$ cat config.mk
export PLATFORM = sky130hd
export DESIGN_NAME = intdiv_seqdiv
export DESIGN_NICKNAME = d
export VERILOG_FILES = /design/src/rtl/intdiv_seqdiv.sv
export SDC_FILE = /design/constraint.sdc
export NUM_CORES = 1
export LEC_CHECK = 0
export CAP_MARGIN = 20
export CORE_MARGIN = 10
export CORE_UTILIZATION = 45
export CTS_BUF_LIST = sky130_fd_sc_hd__clkbuf_8
export DETAILED_ROUTE_END_ITERATION = 16
export PLACE_DENSITY = 0.66
export SYNTH_ARGS = -nofsm -noshare
export SYNTH_HDL_FRONTEND = slang
export SYNTH_SLANG_ARGS = --single-unit
$ cat constraint.sdc
create_clock -name clk -period 5.5 [get_ports clk]
set_input_delay 0.825 -clock clk [delete_from_list [all_inputs] [get_ports clk]]
set_output_delay 0.825 -clock clk [all_outputs]
set_load 0.05 [all_outputs]
$ cat src/rtl/intdiv_seqdiv.sv
// Sequential restoring divider, one quotient bit per cycle.
// Signed/unsigned N-bit quotient and remainder with valid/ready handshakes.
//
// Ports:
//   clk, rst              rising-edge clock, async active-high reset
//   in_valid, in_ready    operand handshake (x dividend, y divisor)
//   out_valid, out_ready  result handshake (z quotient, r remainder)
//   div0                  divisor was zero: z = all ones, r = x
//   ovf                   signed overflow (-2^(N-1) / -1): z = 100..0, r = 0
module intdiv_seqdiv #(
    parameter int N      = 8,
    parameter bit SIGNED = 1'b1
) (
    input  logic         clk,
    input  logic         rst,
    input  logic         in_valid,
    output logic         in_ready,
    input  logic [N-1:0] x,
    input  logic [N-1:0] y,
    output logic         out_valid,
    input  logic         out_ready,
    output logic [N-1:0] z,
    output logic [N-1:0] r,
    output logic         div0,
    output logic         ovf
);

    localparam int CW = (N > 2) ? $clog2(N) : 1;

    localparam logic [CW-1:0] CONE  = CW'(1);
    localparam logic [CW-1:0] CLAST = CW'(N - 1);
    localparam logic [N-1:0]  ONE   = N'(1);
    localparam logic [N-1:0]  ONES  = '1;
    localparam logic [N-1:0]  MINV  = {1'b1, {(N-1){1'b0}}};

    typedef enum logic [1:0] {
        IDLE,
        CALC,
        FIX,
        DONE
    } state_t;

    state_t        state;
    logic [CW-1:0] count;
    logic [N:0]    rem;
    logic [N-1:0]  quo;
    logic [N-1:0]  dvs;
    logic [N-1:0]  xq;
    logic          sgn_q;
    logic          sgn_r;
    logic          d0_q;
    logic          ov_q;

    logic          sx;
    logic          sy;
    logic [N-1:0]  xmag;
    logic [N-1:0]  ymag;
    logic [N:0]    shifted;
    logic [N+1:0]  diff;
    logic [N-1:0]  zfix;
    logic [N-1:0]  rfix;

    // Magnitudes of operands; |-2^(N-1)| fits as an N-bit unsigned value.
    assign sx   = SIGNED && x[N-1];
    assign sy   = SIGNED && y[N-1];
    assign xmag = sx ? (~x + ONE) : x;
    assign ymag = sy ? (~y + ONE) : y;

    // quo holds the not-yet-consumed dividend bits at the top and
    // collects quotient bits at the bottom as they are produced.
    assign shifted = {rem[N-1:0], quo[N-1]};
    assign diff    = {1'b0, shifted} - {2'b00, dvs};

    always_comb begin
        zfix = quo;
        rfix = rem[N-1:0];
        if (SIGNED && sgn_q) zfix = ~quo + ONE;
        if (SIGNED && sgn_r) rfix = ~rem[N-1:0] + ONE;
        if (d0_q) begin
            zfix = ONES;
            rfix = xq;
        end else if (ov_q) begin
            zfix = MINV;
            rfix = '0;
        end
    end

    always_ff @(posedge clk or posedge rst) begin
        if (rst) begin
            state     <= IDLE;
            count     <= '0;
            rem       <= '0;
            quo       <= '0;
            dvs       <= '0;
            xq        <= '0;
            sgn_q     <= 1'b0;
            sgn_r     <= 1'b0;
            d0_q      <= 1'b0;
            ov_q      <= 1'b0;
            in_ready  <= 1'b1;
            out_valid <= 1'b0;
            z         <= '0;
            r         <= '0;
            div0      <= 1'b0;
            ovf       <= 1'b0;
        end else begin
            unique case (state)
                IDLE: begin
                    if (in_valid) begin
                        quo      <= xmag;
                        dvs      <= ymag;
                        xq       <= x;
                        rem      <= '0;
                        sgn_q    <= sx ^ sy;
                        sgn_r    <= sx;
                        d0_q     <= (y == '0);
                        ov_q     <= SIGNED && (x == MINV) && (y == ONES);
                        count    <= CLAST;
                        in_ready <= 1'b0;
                        state    <= CALC;
                    end
                end
                CALC: begin
                    // Borrow out of the trial subtraction means restore.
                    if (diff[N+1]) begin
                        rem <= shifted;
                        quo <= {quo[N-2:0], 1'b0};
                    end else begin
                        rem <= diff[N:0];
                        quo <= {quo[N-2:0], 1'b1};
                    end
                    if (count == '0) begin
                        state <= FIX;
                    end else begin
                        count <= count - CONE;
                    end
                end
                FIX: begin
                    z         <= zfix;
                    r         <= rfix;
                    div0      <= d0_q;
                    ovf       <= ov_q;
                    out_valid <= 1'b1;
                    state     <= DONE;
                end
                DONE: begin
                    if (out_ready) begin
                        out_valid <= 1'b0;
                        in_ready  <= 1'b1;
                        state     <= IDLE;
                    end
                end
                default: state <= IDLE;
            endcase
        end
    end

endmodule

After elaboration in Yosys (flattened, before gate mapping)
Index checks and enable logic that the tools add are counted.

operators by class
  bitwise gates (word level) = 5
  mux-type cells = 26
  add/subtract/negate cells = 6
  reduce and logical (&&, ||, !) cells = 13
  equal/unequal tests = 9

operators by type and width
  kind                   number
  $mux W8                11
  $add A8 B1 Y8 const B  4
  $not A8 Y8             4
  $pmux W8 S2            2
  $eq A8 B8 Y1 const B   2
  $sub A9 B8 Y10         1
  $reduce_and A3 Y1      3
  $logic_not A8 Y1       1
  $ne A2 B2 Y1 const B   4
  $pmux W2 S4            1
  $mux W2                3
  $mux W3                2
  $pmux W3 S2            1
  $reduce_and A2 Y1      3
  $reduce_bool A2 Y1     3
  $eq A2 B2 Y1 const B   2
  $mux W1                4
  $pmux W1 S2            2
  $logic_not A3 Y1       1
  $sub A3 B1 Y3 const B  1
  $eq A2 B1 Y1 const B   1
  $logic_not A2 Y1       1
  $logic_and A1 B1 Y1    1
  $xor A1 B1 Y1          1

word-level totals
  output and inout bits = 20
  bits of input ports = 20
  logic and storage cells = 75
  register bits = 61

Logic depth before layout (Yosys ltp)
Gate-level depths: netlist of the first run.

  depth after elaboration = 5
  mapped depth = 8
  gate-level depth less buffers = 8

Worst setup path after synthesis of the first run
OpenSTA, ideal clock, no wires.

  path type = input port to flip-flop
  start point = input y[0]
  end point = register dvs[6]
  data arrival time = 1.969 ns
  required time = 5.366 ns
  setup time = 0.134 ns
  slack = 3.397 ns
  path buffers = 0
  cell stages on the path = 7
  cell sequence = inv_1 -> ha_1 -> or3b_1 -> or3_1 -> nand2_1 -> xor2_1 -> o21ai_1

on the way
  cells in the longest elaborated chain, start to end = 3

ends and longest elaborated chain
  element               RTL line  RTL
  from (decl)           19        input logic [N-1:0] y,
  $not A8 Y8            67        assign ymag = sy ? (~y + ONE) : y;
  $add A8 B1 Y8         67
  $mux W8               67
  to (signal assigned)  111       dvs <= ymag;
  to (decl)             47        logic [N-1:0] dvs;

Every way passes these cells.
A chain may end at the register's enable or synchronous reset.

Worst setup path in the final report of the first run
  start point = register rem[3]
  end point = register rem[1]

on the way
  cells in the longest elaborated chain, start to end = 3

ends and longest elaborated chain
  element                 RTL line  RTL
  from (decl)             45        logic [N:0] rem;
  from (signal assigned)  126       rem <= shifted;
  from (signal assigned)  129       rem <= diff[N:0];
  $sub A9 B8 Y10          72        assign diff = {1'b0, shifted} - {2'b00, dvs};
  $mux W8                 125       if (diff[N+1]) begin
  $pmux W8 S2             107       unique case (state)

Every way passes these cells.

==> results of run 1 <==
-- Yosys cell counts, types with 3 or more instances --
master	count	share of area, %
a21oi_1	32	4.5
a22oi_1	8	1.7
a32oi_1	3	0.74
clkbuf_1	15	1.6
dfrtp_1	59	41
ha_1	19	6.7
inv_1	31	3.3
mux2_2	8	2.5
mux2i_1	7	2.0
nand2_1	44	4.6
nand2b_1	5	0.88
nand3_1	3	0.42
nand4_1	4	0.70
nor2_1	28	2.9
nor2b_1	3	0.53
nor3_1	6	0.84
o21ai_0	29	4.1
o21ai_1	8	1.1
o22ai_1	3	0.53
o31ai_1	10	2.1
or3_1	5	0.88
xnor2_1	15	3.7
xor2_1	11	2.7
-- flip-flops by register name, summed over array words and instances (netlist names) --
register,flops
div0,1
sgn_q,1
out_valid,1
d0_q,1
ov_q,1
z,8
ovf,1
xq,8
quo,8
count,3
rem,8
r,8
dvs,8
in_ready,1
state,2
-- worst paths after layout --
kind / start / end / slack [ps] / depth (start not counted)
worst max-delay path: rem[3] / rem[1] / 2750 / 6
min in group asynchronous: rst / count[0] / 1020 / 3
worst min register to register: dvs[4] / dvs[4] / 480 / 2
worst min-delay path: dvs[4] / dvs[4] / 480 / 2
max in group asynchronous: rst / xq[4] / 3980 / 3
worst max register to register: rem[3] / rem[1] / 2750 / 6
-- metal layers --
| layer | vias to the layer above | share of wire, % | GRT usage, % |
|---|---|---|---|
| li1 | 1448 | - | - |
| met1 | 1414 | 45 | 19.12 |
| met2 | 56 | 48 | 23.82 |
| met3 | 9 | 5.0 | 5.015 |
| met4 | 0 | 1.4 | 3.672 |
| met5 | - | 0 | 0 |
-- worst max-delay path, stage by stage (launching register included) --
cell and delay, ps:
dfrtp_1 490, ha_1 430, a21oi_1 260, o221ai_1 180, nor2_1 770, mux2_1 390, o22ai_1 140
-- power breakdown --
group          leakage [uW]  switching [uW]  internal [uW]
logic               0.00102             886            589
clock network      0.000100             182            185
registers          0.000728             173            636
total               0.00185            1240           1410
-- area by class of cell --
type | instances | share of cell area (%)
multi-input cells | 284 | 44.50
clock inverters | 5 | 0.6519
well taps | 102 | 3.022
flip-flops and latches | 60 | 35.59
repair buffers | 43 | 9.896
inverters | 31 | 2.756
clock buffers | 11 | 3.585
-- stage by stage --
stage	util (%)	total power, uW	cell area, um2	hold WS, ps
2_1_floorplan	-	1920	3570	449.8
3_3_place_gp	52.17	2250	4031	461.6
3_5_place_dp	52.17	2292	4031	472.0
4_1_cts	54.49	2659	4210	486.0
5_1_grt	54.65	2892	4223	509.4
6_report	54.65	2651	4223	479.4
-- logic make-up (layout without fill, tap and decap cells) --
kind of cell	after synthesis	after routing	synth area share (%)
DFF	60	60	42.10
xor gates and xnor gates	26	26	6.379
and+or+nand+nor	106	106	13.60
buffers and inverters	48	90	5.257
AOI/OAI and AO/OA	115	115	20.33
adders and majority gates	20	20	7.221
muxes	17	17	5.118
==> impl_metrics.yaml, run 1 <==
setup_path:
  cp-start-kind: "flip-flop"
  cp-end-kind: "flip-flop"
  path_max_fanout: 12
  worstPathRequired_ps: 5760
  critPathKind: "reg -> reg"
  crit_arrival_ps: 3010
placed_design:
  hpwl_mm: 6.133
  dpl.cell_count: 518
  place_ws_ps: 2244
  portBuffers: 39
  gp_congestion: 0.8345
logic_synthesis:
  synth-main-ff-cell: "dfrtp_1"
  synth_cell_types: 52
  yosys_warnings: 0
  ys_seq_elements: 60
  synth_edf_count: 0
  synthCells: 392
  synthArstFlopShare_pct: 100.0
  synth_area_um2: 3570
  synth_nets: 432
  synth_area_per_cell_um2: 9.106
  ys_seq_area_share_pct: 42.10
global_routing:
  grt_max_degree: 61
  grt_pass1_wl_mm: 14.26
  antenna_found_initial: 0
  grtUsageTotal_pct: 14.96
  grt_overflow: 0
  grt_pass1_vias: 2926
routing:
  vias_per_cell: 5.461
  first_pass_iters: 4
  wirelength_mm: 8.325
  avgRoutedWirePerCell_um: 15.53
  drt_iter0_drc: 125
  ant_nets: 0
  drc: 0
  num_vias: 2927
sta:
  skew_ps: 8.465
  worst_slew_pin_slew_ps: 1021
  drv_slew: 0
  fin_tns_setup_ps: 0
  max_slew_margin_pct: 31.75
  period_share_pct: 50.00
  fin_ws_ps: 2750
  finalSetupViolations: 0
  rsz0062_at_grt: "false"
  max_freq_mhz: 363.6
  hold_viol_final: 0
  min_period_ps: 2750
cts:
  post-cts-setup-buffers: 0
  cts.sinks: 60
  cts_resized: 0
  cts_tree: "done"
  clk_pin_slew_ps: 70
  ctsLongestPathBuffers: 2
  cts_buffers: 9
  insertion_delay_ps: 350
  postCtsHoldBufs: 0
  htree_levels: 3
  clock-root-buffer: "clkbuf_8"
floorplanning:
  start_util_pct: 46.19
  top_level_ports: 40
  dieHeight_um: 109.1
  rows: 32
  die_area_um2: 11900
  die_x_um: 109.1
  core_area_um2: 7727
finish:
  final_nets: 469
  multiInputGateArea_um2: 1879
  final_common_cell: "dfrtp_1"
  fill_cells: 714
  seq_area_um2: 1503
  drive_gt1_share_pct: 7.834
  final_cell_mix: "dfrtp_1 (59), nand2_1 (44), clkdlybuf4s50_1 (39)"
  final_cells: 536
  syn_to_final_growth_pct: 18.30
  insertedDiodeCount: 0
outcome:
  status: "completed"
pwr:
  ir_worst_vdd_mv: 0.2132
  p_per_area_nw_per_um2: 627.8
  p_leak_uw: 0.001849
hold_path:
  hold_path_class: "reg -> reg"
flow_run:
  maxCapViolCount: 0
No activity file was read; power rests on OpenSTA's default activity.
==> run 2, diff against run 1 <==
==> constraint.sdc (replaced) <==
create_clock -name clk -period 2.6 [get_ports clk]
set_input_delay 0.39 -clock clk [delete_from_list [all_inputs] [get_ports clk]]
set_output_delay 0.39 -clock clk [all_outputs]
set_load 0.05 [all_outputs]
==> impl_metrics.yaml, run 2 (synthesized netlist as in run 1, its figures left out) <==
routing:
  vias_per_cell: 5.384
  wirelength_mm: 8.600
  ant_nets: 0
  drt_iter0_drc: 182
  drc: 0
  avgRoutedWirePerCell_um: 15.87
  num_vias: 2918
  first_pass_iters: 6
floorplanning:
  start_util_pct: 46.19
  top_level_ports: 40
  core_area_um2: 7727
  dieHeight_um: 109.1
  die_area_um2: 11900
  die_x_um: 109.1
  rows: 32
cts:
  insertion_delay_ps: 340
  cts_resized: 0
  clock-root-buffer: "clkbuf_8"
  clk_pin_slew_ps: 70
  ctsLongestPathBuffers: 2
  htree_levels: 3
  cts.sinks: 60
  cts_tree: "done"
  post-cts-setup-buffers: 0
  cts_buffers: 9
  postCtsHoldBufs: 0
sta:
  hold_viol_final: 0
  max_freq_mhz: 466.1
  min_period_ps: 2145
  drv_slew: 0
  fin_tns_setup_ps: 0
  rsz0062_at_grt: "false"
  max_slew_margin_pct: 51.38
  period_share_pct: 82.52
  worst_slew_pin_slew_ps: 729.3
  skew_ps: 8.572
  finalSetupViolations: 0
pwr:
  p_leak_uw: 0.001878
  ir_worst_vdd_mv: 0.4719
  p_per_area_nw_per_um2: 1343
hold_path:
  hold_path_class: "in -> async"
finish:
  final_nets: 475
  syn_to_final_growth_pct: 20.71
  drive_gt1_share_pct: 9.091
  final_common_cell: "dfrtp_1"
  insertedDiodeCount: 0
  final_cells: 542
  final_cell_mix: "dfrtp_1 (59), nand2_1 (44), clkdlybuf4s50_1 (39)"
setup_path:
  path_max_fanout: 12
  worstReg2RegStart: "rem[5]"
  rrSetupSlack_ps: 450
  cp-end-kind: "flip-flop"
  reg2regPathDepth: 7
  worstPathRequired_ps: 2850
  endpoint: "rem[1]"
  startpoint: "rem[5]"
  critPathKind: "reg -> reg"
  cp-start-kind: "flip-flop"
  crit_arrival_ps: 2400
  r2r-end: "rem[1]"
global_routing:
  grtUsageTotal_pct: 15.44
  grt_max_degree: 39
  grt_pass1_vias: 2959
  grt_overflow: 0
  antenna_found_initial: 0
  grt_pass1_wl_mm: 14.79
flow_run:
  maxCapViolCount: 0
outcome:
  status: "completed"
placed_design:
  portBuffers: 39
  hpwl_mm: 6.424
  gp_congestion: 0.9058
  dpl.cell_count: 525
[run 2: changes by cell type in the layout (fill, tap and decap cells not counted), sizes merged]
cell      before  now
bufinv         0    1
clkinvlp       0    4
clkinv         4    1
clkbuf        11    9
buf            4   10
[run 2: how the worst min path moves through the flow]
stage	start	to	depth (start not counted)
2_1_floorplan	dvs[2]	dvs[2]	2
3_3_place_gp	dvs[3]	dvs[3]	2
3_5_place_dp	xq[1]	xq[1]	2
4_1_cts	rst	quo[4]	2
5_1_grt	rst	quo[4]	2
6_report	rst	quo[5]	2
[run 2: stage by stage]
step / hold slack [ps] / utilization [%] / worst slack [ps] / cell area (um2) / total power [uW]
floorplan: 449.8 / - / 709.1 / 3570 / 4061
global placement: 463.7 / 53.17 / 446.8 / 4109 / 4883
detailed placement: 472.3 / 53.17 / 410.7 / 4109 / 4965
CTS: 418.0 / 55.67 / 441.8 / 4302 / 5813
global route: 449.9 / 55.76 / 241.6 / 4309 / 6291
finish: 406.5 / 55.76 / 454.6 / 4309 / 5787
[run 2: final cells by class]
cell class / instances / area (um2)
clock buffer: 9 / 123.9
clock inverter: 7 / 68.82
fill: 694 / 3418
inverter: 31 / 116.4
multi-input combinational: 284 / 1879
sequential: 60 / 1503
tap: 102 / 127.6
timing repair buffer: 49 / 490.5
[run 2: critical path, stage by stage (launching register included)]
cell	delay [ps]
dfrtp_1	460
ha_1	420
a21oi_2	260
o221ai_1	140
nor2_1	120
buf_4	200
mux2_1	340
o22ai_1	120
[run 2: where the power goes]
| group | internal, uW | switching, uW |
|---|---|---|
| sequential | 1340 | 340 |
| clock | 436 | 387 |
| combinational | 1320 | 1950 |
[run 2: per-layer routing]
layer  wire, um  track usage [%]
met1       4023            20.07
met2       4055            24.42
met3        368            3.835
met4        153            5.367
met5          0                0
==> run 3, diff against run 2 <==
--- a/config.mk
+++ b/config.mk
@@ -10,7 +10,7 @@
 export CORE_UTILIZATION = 45
 export CTS_BUF_LIST = sky130_fd_sc_hd__clkbuf_8
 export DETAILED_ROUTE_END_ITERATION = 16
-export PLACE_DENSITY = 0.66
+export PLACE_DENSITY = 0.69
 export SYNTH_ARGS = -nofsm -noshare
 export SYNTH_HDL_FRONTEND = slang
 export SYNTH_SLANG_ARGS = --single-unit
==> constraint.sdc (replaced) <==
create_clock -name clk -period 1.96 [get_ports clk]
set_input_delay 0.294 -clock clk [delete_from_list [all_inputs] [get_ports clk]]
set_output_delay 0.294 -clock clk [all_outputs]
set_load 0.05 [all_outputs]
==> impl_metrics.yaml, run 3 (synthesized netlist as in run 1, its figures left out) <==
floorplanning:
  rows: 32
  top_level_ports: 40
  die_x_um: 109.1
  die_area_um2: 11900
  dieHeight_um: 109.1
  core_area_um2: 7727
  start_util_pct: 46.19
outcome:
  status: "completed"
sta:
  holdWs_ps: 324.8
  period_share_pct: 97.12
  fin_ws_ps: 56.38
  finalSetupViolations: 0
  drv_slew: 0
  min_period_ps: 1904
  worst_slew_pin_slew_ps: 513.4
  skew_ps: 5.273
  hold_viol_final: 0
  max_freq_mhz: 525.3
  max_slew_margin_pct: 65.67
setup_path:
  worstReg2RegStart: "rem[3]"
  cp-end-kind: "flip-flop"
  slowest_stage: "dfrtp_1"
  critPathMaxStageDelay_ps: 420
  crit_path_cell_trace: "ha_4, buf_4, nand4_1, a2111oi_4, nor2_2, mux2_1, o22ai_1"
  path_max_fanout: 3
  rrSetupSlack_ps: 60
  crit_arrival_ps: 2160
  reg2regPathDepth: 7
  worstPathRequired_ps: 2220
  critPathKind: "reg -> reg"
  cp-start-kind: "flip-flop"
  r2r-end: "rem[1]"
global_routing:
  antenna_found_initial: 0
  grt_pass1_wl_mm: 15.15
  grt_pass1_vias: 3145
  grt_max_degree: 61
  grtUsageTotal_pct: 15.83
  grt_overflow: 0
routing:
  avgRoutedWirePerCell_um: 15.75
  drc: 0
  first_pass_iters: 5
  drt_iter0_drc: 163
  wirelength_mm: 9.106
  num_vias: 3108
  ant_nets: 0
  vias_per_cell: 5.377
placed_design:
  gp_congestion: 0.8566
  place_ws_ps: -133.5
  hpwl_mm: 6.847
  portBuffers: 39
finish:
  insertedDiodeCount: 0
  seq_area_um2: 1503
  syn_to_final_growth_pct: 30.95
  fill_cells: 638
  drive_gt1_share_pct: 18.49
  multiInputGateArea_um2: 1961
  final_nets: 511
  final_cell_mix: "dfrtp_1 (59), nand2_1 (44), buf_4 (43)"
  final_common_cell: "dfrtp_1"
cts:
  cts_buffers: 9
  clock-root-buffer: "clkbuf_8"
  insertion_delay_ps: 350
  ctsLongestPathBuffers: 2
  htree_levels: 3
  postCtsHoldBufs: 0
  cts_tree: "done"
  cts.sinks: 60
  clk_pin_slew_ps: 70
pwr:
  ir_worst_vdd_mv: 0.6816
  p_leak_uw: 0.002084
  p_per_area_nw_per_um2: 1783
flow_run:
  maxCapViolCount: 0
hold_path:
  hold_path_class: "in -> async"
[run 3: changes by cell type in the layout (fill, tap and decap cells not counted), sizes merged]
cell | before | now
clkdlybuf4s50 | 39 | 38
inv | 32 | 33
clkinv | 1 | 3
clkinvlp | 4 | 1
buf | 10 | 47
[run 3: final cells by class]
cell class	instances	area share [%]
Multi-Input combinational cell	284	41.94
Sequential cell	60	32.15
Timing Repair Buffer	85	16.76
Tap cell	102	2.730
Clock buffer	9	2.650
Inverter	31	2.489
Clock inverter	7	1.285
[run 3: critical path, delay by kind of cell, from the launching register on]
family	cells	cell delay [ps]
mux	1	350
simple gates	2	260
fa+ha+maj	1	290
buf+inv	1	90
flops	1	420
compound gates	2	410
[run 3: through the flow]
stage / power [uW] / utilization [%] / cells / area (um2) / setup TNS (ps)
after floorplan: 5387 / - / 392 / 3570 / 0
after global placement: 6875 / 56.77 / 559 / 4387 / -91.53
after detailed placement: 7009 / 56.77 / 559 / 4387 / -247.1
after CTS: 8120 / 59.23 / 575 / 4577 / 0
after global routing: 8959 / 60.49 / 578 / 4674 / -16.11
final: 8333 / 60.49 / 578 / 4674 / 0
[run 3: how the worst max path moves through the flow]
stage / from / end / slack (ps) / cells past startpoint
after global routing: dvs[4] / rem[5] / -20 / 9
final: rem[3] / rem[1] / 60 / 7
after global placement: y[0] / dvs[6] / -80 / 8
after floorplan: rem[3] / rem[3] / 70 / 7
after detailed placement: y[0] / dvs[6] / -130 / 8
after CTS: quo[7] / rem[6] / 20 / 8
[run 3: what timing repair did]
action                     4_1_cts  5_1_grt
buffers inserted                 0        3
gates resized for setup          2       14
setup endpoints to repair        6       13
pin swaps                        1        5
[run 3: metal layers]
metal | track usage, % | vias up | routed length [um] | share of wire, %
met5 | 0 | - | 0 | 0
met4 | 5.085 | 0 | 98 | 1.1
met3 | 3.835 | 11 | 522 | 5.7
met2 | 26.61 | 77 | 4556 | 50
met1 | 19.50 | 1476 | 3929 | 43
li1 | - | 1544 | - | -
[run 3: power by group]
| part | internal [uW] | switching (uW) | total (uW) |
|---|---|---|---|
| logic | 2200 | 2860 | 5060 |
| registers | 1780 | 411 | 2200 |
| clock network | 571 | 506 | 1080 |
| total | 4560 | 3770 | 8330 |
==> RTL edit 1 (flow settings as in run 3) <==
Put one more register stage on the output `ovf`, with the module's reset. The value now appears one clock later. The other outputs are not delayed to match.
--- a/src/rtl/intdiv_seqdiv.sv
+++ b/src/rtl/intdiv_seqdiv.sv
@@ -39,6 +39,8 @@
         FIX,
         DONE
     } state_t;
+
+    logic ovf_s0;
 
     state_t        state;
     logic [CW-1:0] count;
@@ -102,7 +104,7 @@
             z         <= '0;
             r         <= '0;
             div0      <= 1'b0;
-            ovf       <= 1'b0;
+            ovf_s0    <= 1'b0;
         end else begin
             unique case (state)
                 IDLE: begin
@@ -139,7 +141,7 @@
                     z         <= zfix;
                     r         <= rfix;
                     div0      <= d0_q;
-                    ovf       <= ov_q;
+                    ovf_s0    <= ov_q;
                     out_valid <= 1'b1;
                     state     <= DONE;
                 end
@@ -155,5 +157,13 @@
         end
     end
 
+    always_ff @(posedge clk or posedge rst) begin
+        if (rst) begin
+            ovf <= '0;
+        end else begin
+            ovf <= ovf_s0;
+        end
+    end
+
 endmodule
 
Function: no difference found for any inputs over 10 cycles, from zero or initial values and one cycle with rst high; that may be too few to reach the edited logic, so the function may still have changed.
==> RTL edit 1 against run 3 <==
  * The flow now finishes with violations (negative setup slack)
  * Sequential cell count rose by 1
  * Worst setup slack got worse by 0.084 ns
  * Cell count rose by 1.4%
  * Non-clock buffer count rose by 6
  * Count of clock-buffer cells in the layout rose by 2
  * Power rose by 2.3%
  * Routed wire length rose by 1.6%
  * Synthesized area rose by 0.70%
  * Cell area rose by 2.4%
  * Largest cell class unchanged
==> RTL edit 1: results (changes against run 3) <==
- Critical Path AT: 2.24 ns (was 2.16 ns)
- Placed cell areas: 4447 sq um (was 4387 sq um)
- Failing checks: negative setup slack
- Clock Latency Late Sink: 0.34 ns
- Initial antenna violation count: 0 (unchanged)
- Largest net degree at the start of global routing: 44 (was 61)
- Lkg Pwr: 2.136 nW (was 2.084 nW)
- Most frequent cells after synthesis: dfrtp_1, nand2_1, a21oi_1 (unchanged)
- Critical path fanouts, max: 5 (was 3)
- Routed WL per cell: 15.79 microns (was 15.75 microns)
- Seq/Total Area, Yosys: 42.50% (was 42.10%)
- Synth top area cells: dfrtp_1, ha_1, nand2_1 (unchanged)
- First drt pass iteration count: 4 (was 5)
- Syn-to-layout area delta: 33.14% (was 30.95%)
- Worst Setup SP: rem[3]$_DFFE_PP0P_ (unchanged)
- Vias in the first global route: 3109 (was 3145)
- Delay-heaviest family, CP: compound AO/OA/AOI/OAI gates (was flip-flops)
- Tightest Hold Check Type: in -> async (unchanged)
- Maximum VDD drop: 0.7001 mV (was 0.6816 mV)
- Skew final: 0.008784 ns (was 0.005273 ns)
- Routability cong.: 0.9069 (was 0.8566)
- First-pass GRT wire length: 14.92 mm (was 15.15 mm)
- Antenna Cells: 0 (unchanged)
- PortBufs: 39 (unchanged)
- Post-route setup slack: -0.02742 ns (was 0.05638 ns)
- Layout cell share with drive strength beyond 1: 21.28% (was 18.49%)
- 1st-iter DRT viols: 131 (was 163)
- Status: complete, but fails checks (was completed)
- Hpwl dp: 6.889 mm (was 6.847 mm)
- Final Cycle Share: 101.4% (was 97.12%)
- Max-slew headroom at the worst pin: 65.18% (was 65.67%)
- # fillers: 657 (was 638)
- Via/cell ratio: 5.375 (was 5.377)
- Synthesized net count: 433 (was 432)
- Setup violations, final: 2 (was 0)
- Overall routing resource usage: 15.52% (was 15.83%)
- Nets: 519 (was 511)
## RTL edit 1: changes by cell type after synthesis
cell	before	now
dfrtp_1	59	60
## RTL edit 1: metal layers
metal  up-vias  track usage [%]  wire length [microns]
met5         -                0                      0
met4         0            4.833                    149
met3        12            2.926                    365
met2        76            26.45                   4668
met1      1505            19.46                   4068
li1       1557                -                      -
## RTL edit 1: how the worst max path moves through the flow
stage	to	slack (ns)
2_1_floorplan	rem[3]$_DFFE_PP0P_	0.07
3_3_place_gp	dvs[6]$_DFFE_PP0P_	-0.17
3_5_place_dp	dvs[6]$_DFFE_PP0P_	-0.23
4_1_cts	rem[1]$_DFFE_PP0P_	0.008
5_1_grt	rem[1]$_DFFE_PP0P_	-0.07
6_report	rem[1]$_DFFE_PP0P_	-0.03
## RTL edit 1: area by class of cell
type                            instances  share of cell area (%)
Clock inverter                          5                  0.5490
Timing Repair Buffer                   91                   16.94
Inverter                               31                   2.431
Sequential cell                        61                   31.92
Tap cell                              102                   2.667
Multi-Input combinational cell        285                   42.33
Clock buffer                           11                   3.163
## RTL edit 1: logic make-up (layout without fill, tap and decap cells)
kind of cell,Yosys count,after routing,share of synthesized area [%]
multiplexers,17,17,5.082
buffers and inverters,48,138,5.221
adder cells (fa/ha/maj),20,20,7.170
XOR/XNOR,26,26,6.335
flip-flops,61,61,42.50
AND/OR/NAND/NOR,106,107,13.51
AO/OA/AOI/OAI,115,115,20.19
## RTL edit 1: what timing repair did
item	in CTS	in global routing
hold buffers	0	0
resized for setup	6	21
setup endpoints to repair	9	11
buffers inserted	0	2
pin swaps	1	10
gates cloned	0	1
## RTL edit 1: report_power, final
part / switching, mW / internal, mW / leakage [nW] / total (mW)
registers: 0.411 / 1.80 / 0.742 / 2.22
logic: 2.97 / 2.31 / 1.30 / 5.29
clock network: 0.503 / 0.516 / 0.0963 / 1.02
## RTL edit 1: per-stage QoR
stage	setup TNS (ns)	cells	setup slack [ns]	hold slack, ns
detailed placement	-1.587	568	-0.2305	0.3608
CTS	0	584	0.008221	0.2716
finish	-0.02747	586	-0.02742	0.2698
global route	-0.3434	586	-0.06824	0.3046
global placement	-0.9537	568	-0.1725	0.3554
floorplan	0	393	0.06906	0.3501
==> RTL edit 2 (flow settings as in run 3) <==
Without the edit above. Set the parameter `SIGNED` to 1'b0 (it was 1'b1).
--- a/src/rtl/intdiv_seqdiv.sv
+++ b/src/rtl/intdiv_seqdiv.sv
@@ -9,7 +9,7 @@
 //   ovf                   signed overflow (-2^(N-1) / -1): z = 100..0, r = 0
 module intdiv_seqdiv #(
     parameter int N      = 8,
-    parameter bit SIGNED = 1'b1
+    parameter bit SIGNED = 1'b0
 ) (
     input  logic         clk,
     input  logic         rst,
Function: no difference found for any inputs over 10 cycles, from zero or initial values and one cycle with rst high; that may be too few to reach the edited logic, so the function may still have changed.
==> RTL edit 2 against run 3 <==
  * The run now ends with negative setup slack left
  * Sequential share of layout area increased by 4.2 points
  * Routed wire length decreased by 24%
  * Cell area decreased by 16%
  * Fmax decreased by 5.0%
  * Power decreased by 8.2%
  * Sequential cell count decreased by 3
  * Worst setup slack got worse by 0.10 ns
  * Synthesized area decreased by 20%
  * Cell count decreased by 28%
  * Highest routed layer unchanged
==> RTL edit 2: results (changes against run 3) <==
- First-pass GRT wire length: 11.65 mm (was 15.15 mm)
- PortBufs: 38 (was 39)
- Syn Area/Cell: 10.81 sq um (was 9.106 sq um)
- Critical Path AT: 2.28 ns (was 2.16 ns)
- Pre-CTS setup slack: -0.2146 ns (was -0.1335 ns)
- 1st-iter DRT viols: 79 (was 163)
- Synthesized net count: 299 (was 432)
- Failing checks: negative setup slack
- Routability cong.: 0.8643 (was 0.8566)
- Via/cell ratio: 5.308 (was 5.377)
- Skew final: 0.009815 ns (was 0.005273 ns)
- Setup violations, final: 1 (was 0)
- Layout cell share with drive strength beyond 1: 27.91% (was 18.49%)
- Lkg Pwr: 1.754 nW (was 2.084 nW)
- Vias in the first global route: 2396 (was 3145)
- Placed cell areas: 3515 sq um (was 4387 sq um)
- Slowest stage delay, CP: 0.52 ns (was 0.42 ns)
- Max-slew headroom at the worst pin: 61.92% (was 65.67%)
- Post-route setup slack: -0.04328 ns (was 0.05638 ns)
- Hpwl dp: 4.779 mm (was 6.847 mm)
- Top cell type's share of synthesized area: 49.12% (was 41.36%)
- Vias: 2224 (was 3108)
- Critical path fanouts, max: 5 (was 3)
- Nets: 374 (was 511)
- Status: complete, but fails checks (was completed)
- Reg-to-reg critical path endpoint: rem[5]$_DFFE_PP0P_ (was rem[1]$_DFFE_PP0P_)
- Hold WS: 0.2057 ns (was 0.3248 ns)
- Final wirelength: 6.894 mm (was 9.106 mm)
[RTL edit 2: cell types whose count changed after synthesis, sizes merged, moves of 7 or more]
cell / change
xor2: -7
xnor2: -15
a21oi: -18
inv: -12
mux2: +7
nor2: -11
o21ai: -13
nand2: -19
o22a: +8
o31ai: -9
mux2i: +13
[RTL edit 2: area by class of cell]
cell class                 count  area share, %
clock inverter                 3         0.3818
tap                           75          2.386
multi-input combinational    177          37.07
clock buffer                  13          4.550
timing repair buffer          75          17.50
inverter                      19          1.814
sequential                    57          36.30
[RTL edit 2: cell families (layout without fill, tap and decap cells)]
logic type / count (synthesis) / in the layout / synth area share (%)
compound gates: 66 / 66 / 15.40
xor+xnor: 4 / 4 / 1.228
fa+ha+maj: 15 / 15 / 6.842
buf+inv: 31 / 110 / 4.342
flops: 57 / 57 / 50.04
mux: 37 / 37 / 13.73
other cells: 1 / 1 / 0.1315
simple gates: 53 / 54 / 8.290
[RTL edit 2: timing repair]
action | in CTS | in global routing
buffers inserted | 6 | 2
gates cloned | 1 | 0
hold endpoints to repair | 0 | 0
resized for setup | 15 | 18
pin swaps | 9 | 13
setup endpoints to repair | 9 | 9
[RTL edit 2: worst max path at each step]
stage,end,slack [ns],start,depth (start not counted)
final,rem[5]$_DFFE_PP0P_,-0.04,rem[5]$_DFFE_PP0P_,7
after floorplan,rem[0]$_DFFE_PP0P_,0.06,rem[5]$_DFFE_PP0P_,7
after detailed placement,rem[0]$_DFFE_PP0P_,-0.21,rem[5]$_DFFE_PP0P_,6
after CTS,rem[6]$_DFFE_PP0P_,-0.03,quo[7]$_DFFE_PP0P_,9
after global routing,rem[5]$_DFFE_PP0P_,-0.13,rem[5]$_DFFE_PP0P_,7
after global placement,rem[0]$_DFFE_PP0P_,-0.14,rem[5]$_DFFE_PP0P_,6
[RTL edit 2: metal layers]
metal  vias to the layer above  global-route usage, %  routed length [microns]
li1                       1081                      -                        -
met2                        48                  23.50                     3364
met1                      1081                  16.74                     3027
met4                         0                  6.395                      138
met5                         -                      0                        0
met3                        14                  5.121                      363
[RTL edit 2: worst max-delay path, delay by kind of cell (launching register included)]
| family | cells | cell delay [ns] |
|---|---|---|
| flip-flops | 1 | 0.41 |
| AND/OR/NAND/NOR | 4 | 0.76 |
| AO/OA/AOI/OAI | 1 | 0.37 |
| buffers and inverters | 1 | 0.10 |
| adder cells (fa/ha/maj) | 1 | 0.29 |
[RTL edit 2: power by group]
group | switching, mW | internal [mW]
Clock | 0.454 | 0.588
Combinational | 2.50 | 2.03
Sequential | 0.336 | 1.74
Total | 3.29 | 4.35
